$ cat config.mk
export PLATFORM = sky130hd
export DESIGN_NAME = sop_kernel_engine
export DESIGN_NICKNAME = d
export VERILOG_FILES = /design/src/rtl/sop_kernel_engine.sv
export SDC_FILE = /design/constraint.sdc
export NUM_CORES = 1
export LEC_CHECK = 0
export CORE_AREA = 2 2 258 311
export CTS_CLUSTER_SIZE = 30
export DETAILED_ROUTE_END_ITERATION = 10
export DIE_AREA = 0 0 260 313
export HOLD_SLACK_MARGIN = 0.03
export PLACE_DENSITY = 0.46
export SLEW_MARGIN = 10
export SYNTH_ARGS = -nofsm -noshare
export SYNTH_HDL_FRONTEND = slang
export SYNTH_SLANG_ARGS = --single-unit
$ cat constraint.sdc
create_clock -name clk -period 5.2 [get_ports clk]
set_input_delay 1.3 -clock clk [delete_from_list [all_inputs] [get_ports clk]]
set_output_delay 1.3 -clock clk [all_outputs]
set_load 0.005 [all_outputs]
$ cat src/rtl/sop_kernel_engine.sv
// Programmable sum-of-products evaluator with a writable term table.
// Walks the table TERMS_PER_CYC terms per cycle under valid/ready handshakes.
module sop_kernel_engine #(
    parameter  int N_IN          = 15,
    parameter  int N_TERMS       = 16,
    parameter  int TERMS_PER_CYC = 4,
    parameter  int EARLY_EXIT    = 0,
    localparam int AW    = (N_TERMS > 1) ? $clog2(N_TERMS) : 1,
    localparam int N_GRP = N_TERMS / TERMS_PER_CYC,
    localparam int CW    = $clog2(N_GRP) + 1
) (
    input  logic            clk,
    input  logic            rst,
    input  logic            cfg_we,
    input  logic [AW-1:0]   cfg_addr,
    input  logic            cfg_en,
    input  logic [N_IN-1:0] cfg_mask,
    input  logic [N_IN-1:0] cfg_pol,
    input  logic            cfg_inv_we,
    input  logic            cfg_inv,
    output logic            cfg_ready,
    input  logic            in_valid,
    output logic            in_ready,
    input  logic [N_IN-1:0] in_data,
    output logic            out_valid,
    input  logic            out_ready,
    output logic            out_data,
    output logic [CW-1:0]   out_cycles
);

    if (N_TERMS % TERMS_PER_CYC != 0) begin : g_bad_cfg
        $error("N_TERMS must be a multiple of TERMS_PER_CYC");
    end

    typedef enum logic [1:0] {
        IDLE,
        EVAL,
        DONE
    } state_t;

    state_t            state_q;
    state_t            state_d;
    logic              accept;
    logic              step;

    logic [N_TERMS-1:0] en_q;
    logic [N_IN-1:0]    mask_q [N_TERMS];
    logic [N_IN-1:0]    pol_q  [N_TERMS];
    logic               inv_q;

    logic [N_IN-1:0]    data_q;
    logic               acc_q;
    logic [CW-1:0]      cnt_q;

    logic [N_TERMS-1:0] term_hit;
    logic               grp_hit;
    logic               cfg_ok;
    logic               addr_ok;

    assign cfg_ok  = (state_q == IDLE);
    assign addr_ok = (int'(cfg_addr) < N_TERMS);

    // Term table and output invert; writable only while idle.
    always_ff @(posedge clk) begin
        if (rst) begin
            en_q  <= '0;
            inv_q <= 1'b0;
            for (int t = 0; t < N_TERMS; t++) begin
                mask_q[t] <= '0;
                pol_q[t]  <= '0;
            end
        end else if (cfg_ok) begin
            if (cfg_we && addr_ok) begin
                en_q[cfg_addr]   <= cfg_en;
                mask_q[cfg_addr] <= cfg_mask;
                pol_q[cfg_addr]  <= cfg_pol;
            end
            if (cfg_inv_we) begin
                inv_q <= cfg_inv;
            end
        end
    end

    // Every term matched against the captured vector.
    always_comb begin
        term_hit = '0;
        for (int t = 0; t < N_TERMS; t++) begin
            term_hit[t] = en_q[t]
                & ~|((data_q ^ pol_q[t]) & mask_q[t]);
        end
    end

    // OR of the group selected by the cycle count.
    always_comb begin
        grp_hit = 1'b0;
        for (int g = 0; g < N_GRP; g++) begin
            if (cnt_q == CW'(g)) begin
                grp_hit = |term_hit[g*TERMS_PER_CYC +: TERMS_PER_CYC];
            end
        end
    end

    // State register.
    always_ff @(posedge clk) begin
        if (rst) begin
            state_q <= IDLE;
        end else begin
            state_q <= state_d;
        end
    end

    // Next-state and datapath strobes.
    always_comb begin
        state_d = state_q;
        accept  = 1'b0;
        step    = 1'b0;
        unique case (state_q)
            IDLE: begin
                if (in_valid) begin
                    accept  = 1'b1;
                    state_d = EVAL;
                end
            end
            EVAL: begin
                step = 1'b1;
                if (cnt_q == CW'(N_GRP - 1)) begin
                    state_d = DONE;
                end else if ((EARLY_EXIT != 0) && grp_hit) begin
                    state_d = DONE;
                end
            end
            DONE: begin
                if (out_ready) begin
                    state_d = IDLE;
                end
            end
            default: state_d = IDLE;
        endcase
    end

    // Captured vector, OR accumulator and EVAL cycle count.
    always_ff @(posedge clk) begin
        if (rst) begin
            data_q <= '0;
            acc_q  <= 1'b0;
            cnt_q  <= '0;
        end else if (accept) begin
            data_q <= in_data;
            acc_q  <= 1'b0;
            cnt_q  <= '0;
        end else if (step) begin
            acc_q <= acc_q | grp_hit;
            cnt_q <= cnt_q + CW'(1);
        end
    end

    assign in_ready   = (state_q == IDLE);
    assign cfg_ready  = (state_q == IDLE);
    assign out_valid  = (state_q == DONE);
    assign out_data   = out_valid & (acc_q ^ inv_q);
    assign out_cycles = out_valid ? cnt_q : '0;

endmodule
; Word-level counts from Yosys, hierarchy flattened
; Memory sizes are Yosys's and may differ from the RTL's.
; Cells that the tools add are included.
[op_classes]
div_mod_pow = 0
shifts = 0
n_eq_ne = 8
n_mul = 0
n_bitwise = 51
addsub = 1
reduce_logical = 45
n_mux = 27
magnitude_cmp = 2
[op_table]
columns = cell, count
row1 = $reduce_or A15 Y1, 18
row2 = $and A15 B15 Y15, 16
row3 = $xor A15 B15 Y15, 16
row4 = $mux W15, 2
row5 = $and A1 B1 Y1, 17
row6 = $bwmux W16, 1
row7 = $logic_not A1 Y1, 16
row8 = $mux W1, 16
row9 = $reduce_or A4 Y1, 4
row10 = $mux W4, 2
row11 = $eq A3 B2 Y1 const B, 2
row12 = $mux W2, 3
row13 = $pmux W2 S3, 1
row14 = $lt A4 B5 Y1 const B, 1
row15 = $demux W1 S4, 1
row16 = $ge A4 B1 Y1 const B, 1
row17 = $ne A2 B1 Y1 const B, 2
row18 = $reduce_and A2 Y1, 2
row19 = $add A3 B1 Y3 const B, 1
row20 = $eq A3 B1 Y1 const B, 1
row21 = $logic_not A3 Y1, 1
row22 = $mux W3, 1
row23 = $reduce_and A3 Y1, 1
row24 = $eq A2 B1 Y1 const B, 1
row25 = 7 further kinds, 7
[word_totals]
mem_bits_ro = 0
memories = 2
latchBits = 0
reg_bits = 38
ramBits = 480
inputBits = 57
[mem_list]
columns = memory, words, word_bits, read_ports, rd_ports_with_merged_regs, wr, line_no
row1 = mask_q, 16, 15, 16, 0, 16, 47  ; logic [N_IN-1:0] mask_q [N_TERMS];
row2 = pol_q, 16, 15, 16, 0, 16, 48  ; logic [N_IN-1:0] pol_q [N_TERMS];

; Longest topological paths before layout
; An unclocked memory read counts as a cell.
[depth]
word_depth = 12
mapped_depth = 9
depth_no_buf = 7

; Worst setup path before layout
; Ideal clock, no wire load.
[synth_path]
kind = in2reg
from = in rst
to = mem mask_q[3][0] (enable)
cell_stages = 3
slack_ns = 2.223
path_buffers = 2
arrival_ns = 2.586
cell_sequence = buf_2 > clkbuf_1 > nand2b_1
[synth_lines]
columns = item, line_no
row1 = start: declaration, 13  ; input logic rst,
row2 = end: declaration, 47

; Worst setup path in the final report
[layout_path]
from = reg state_q[1]
to = out out_cycles[1]
[layout_via]
elab_chain_len = 2
[layout_rtl]
columns = item, line_no
row1 = start: declaration, 41  ; state_t state_q;
row2 = start signal: assignment, 108  ; state_q <= state_d;
row3 = $eq A2 B2 Y1, 159  ; assign out_valid = (state_q == DONE);
row4 = $mux W3, 161  ; assign out_cycles = out_valid ? cnt_q : '0;
row5 = end: declaration, 28  ; output logic [CW-1:0] out_cycles
; No other way between the ends.

==> run_results.csv <==
group,metric,value,unit
grt,grt_overflow,0,
place,hpwlAfterDp,39820,um
timing,fin_crit,3.416,ns
floorplanning,die-area,81380,sq um
setup_path,rr_worst_depth,8,
drt,top_layer,"met5",
setup_path,crit_required,3.90,ns
clock_tree,cts.repair.resized,0,
final_layout,area.sequential,15180,sq um
logic_synthesis,syn-instance-count,1719,
power,p_total,9.279,mW
timing,slew_viol_final,0,
timing,rsz0062_at_grt,"no",
drt,ant_nets,0,
setup_path,cpMaxStageDelayCell,"clkdlybuf4s50_1",
drt,met3_length,4871,um
clock_tree,clk_pin_slew,0.06,ns
logic_synthesis,synth-seq-area-share,65.11,%
clock_tree,cts_root_buf,"clkbuf_16",
setup_path,crit_path_end_kind,"primary output",
floorplanning,rows,113,
logic_synthesis,ys_types,51,
drt,wl_met2,35930,um
floorplanning,initial_utilization,29.70,%
logic_synthesis,synth-edff-count,480,
drt,routed_wl,72220,um
timing,fin_skew,0.02668,ns
floorplanning,die_y,313,um
clock_tree,cts-htree-levels,2,
final_layout,final_nets,1839,
drt,first_pass_iters,5,
drt,wl_met1,29440,um
logic_synthesis,ys.flop_type,"edfxtp_1",
clock_tree,cts_buffers,55,
drt,drc,0,
drt,drt_iter0_markers,1464,
floorplanning,die_x,260,um
grt,grt_pass1_vias,13427,
clock_tree,cts_tree,"yes",
power,ir_worst_vdd,228.4,uV
final_layout,layout_commonest_cell,"and2_1",
logic_synthesis,syn_nets,1781,
setup_path,ff2ff_setup_slack,2.14,ns
clock_tree,clock_path_buffers,3,
floorplanning,io_pins,64,
place,dp_slack,1.420,ns
clock_tree,cts_hold_buf,0,
timing,setup_tns,0,ns
power,p_per_area,348.6,nW/um^2
final_layout,drive_above_1_share,9.600,%
hold_path,hold_class,"reg -> reg",
logic_synthesis,ys_ff_latch,518,
setup_path,slowest_delay,0.50,ns
grt,grt_pass1_wl,100400,um
outcome,status,"completed",
timing,max_freq,0.2927,GHz
grt,antenna_found_initial,25,
logic_synthesis,syn_area,23310,sq um
power,p_leak,10.34,nW
final_layout,multiInputGateArea,7325,sq um
hold_path,worstHoldEndpoint,"en_q[5]",
setup_path,cp_cell_sequence,"nor2b_1, and2_1, clkdlybuf4s50_1",
setup_path,crit_arrival,2.12,ns
logic_synthesis,avgSynthCellArea,13.56,sq um
place,port_buffers,63,
clock_tree,insertion_delay,0.62,ns
grt,grt_max_degree,40,
final_layout,nFillCells,7752,
grt,grt_usage,17.78,%
drt,via_per_inst,4.684,
clock_tree,post_cts_buffers,0,
drt,via_count,13411,
timing,hold_viol,0,
floorplanning,core,78470,sq um
hold_path,min_from,"en_q[5]",
final_layout,mostFrequentLayoutCells,"487 x and2_1, 480 x edfxtp_1, 231 x xor2_1, 58 x nand2_1, 58 x buf_4",
timing,finalSetupViolCount,0,
drt,wl_per_cell,25.23,um
hold_path,worstHoldPathCells,2,
timing,setup_ws,1.784,ns
setup_path,path_class,"reg -> out",
timing,fin_crit_sh,65.69,%
timing,slew_headroom,19.46,%
place,place_congestion,0.7732,
logic_synthesis,synth_warnings,0,
setup_path,cp_max_fo,6,
logic_synthesis,async_flop_share,0,%
final_layout,area.growth.synth_to_final,14.21,%
flow_run,drv_cap,0,
setup_path,cp-start-kind,"flop",
setup_path,rr_startpoint,"data_q[0]",
timing,max_slew.worst_pin.slew,1.208,ns
setup_path,worst_r2r_endpoint,"acc_q",
clock_tree,cts.sinks,518,
-- cells by family after synthesis --
| logic type | after synthesis | synth area share (%) |
|---|---|---|
| DFF | 518 | 65.11 |
| xor gates and xnor gates | 241 | 9.057 |
| AOI/OAI and AO/OA | 182 | 5.997 |
| muxes | 2 | 0.08590 |
| and+or+nand+nor | 620 | 15.97 |
| adders and majority gates | 5 | 0.2684 |
| buffers and inverters | 151 | 3.516 |
-- metrics by stage --
stage | area [sq um] | util, % | instances | hold WS [ns]
2_1_floorplan | 23310 | - | 1719 | 0.4329
3_3_place_gp | 24890 | 31.71 | 2754 | 0.4506
3_5_place_dp | 24890 | 31.71 | 2754 | 0.4560
4_1_cts | 26580 | 33.87 | 2857 | 0.4692
5_1_grt | 26600 | 33.90 | 2858 | 0.4846
6_report | 26620 | 33.92 | 2863 | 0.4653
-- registers in the layout, summed over array words and instances, names as in the netlist --
signal   count
pol_q      240
inv_q        1
state_q      2
acc_q        1
en_q        16
cnt_q        3
data_q      15
mask_q     240
-- final cells by class --
class | instances | area share (%)
diodes | 5 | 0.04701
clock buffers | 80 | 5.599
clock inverters | 23 | 0.7521
inverters | 30 | 0.4231
multi-input cells | 1050 | 27.52
flip-flops and latches | 518 | 57.04
well taps | 1035 | 4.865
repair buffers | 122 | 3.751
-- routing by layer --
metal / GRT usage, % / vias up
met5: 0 / -
met4: 5.029 / 10
met3: 2.960 / 105
met2: 30.29 / 405
met1: 23.20 / 6786
li1: - / 6105
-- power breakdown --
group	internal, mW	total [mW]	switching (mW)	leakage [nW]
Combinational	0.209	0.664	0.455	4.32
Sequential	4.72	4.82	0.0974	5.21
Clock	2.13	3.79	1.66	0.813
-- how the worst max path moves through the flow --
stage                      startpoint            end  cells past startpoint
final                      state_q[1]  out_cycles[1]                      3
after global routing       state_q[1]       out_data                      3
after CTS                  state_q[1]  out_cycles[2]                      3
after detailed placement  cfg_addr[2]    pol_q[5][0]                      3
after global placement    cfg_addr[2]    pol_q[5][2]                      3
after floorplan                   rst   mask_q[3][0]                      3
-- worst max-delay path: cells and delay by family, from the launching register on --
kind / cells / cell delay (ns)
and+or+nand+nor: 2 / 0.56
buffers and inverters: 1 / 0.50
DFF: 1 / 0.43
-- synth_stat cells (all sizes together), types with 8 or more instances --
cell type,instances,area share (%)
and2,487,13
edfxtp,480,62
xor2,231,8.7
clkbuf,82,1.4
nand2,59,0.96
a221oi,42,1.8
a22oi,40,1.3
buf,39,1.7
dfxtp,38,3.3
a22o,32,1.2
inv,30,0.48
o21ai,26,0.56
nor2,22,0.41
nand4,21,0.56
a21oi,19,0.41
a21o,14,0.45
xnor2,10,0.38
nor3,8,0.26
Power figures use the tool's default switching activity.
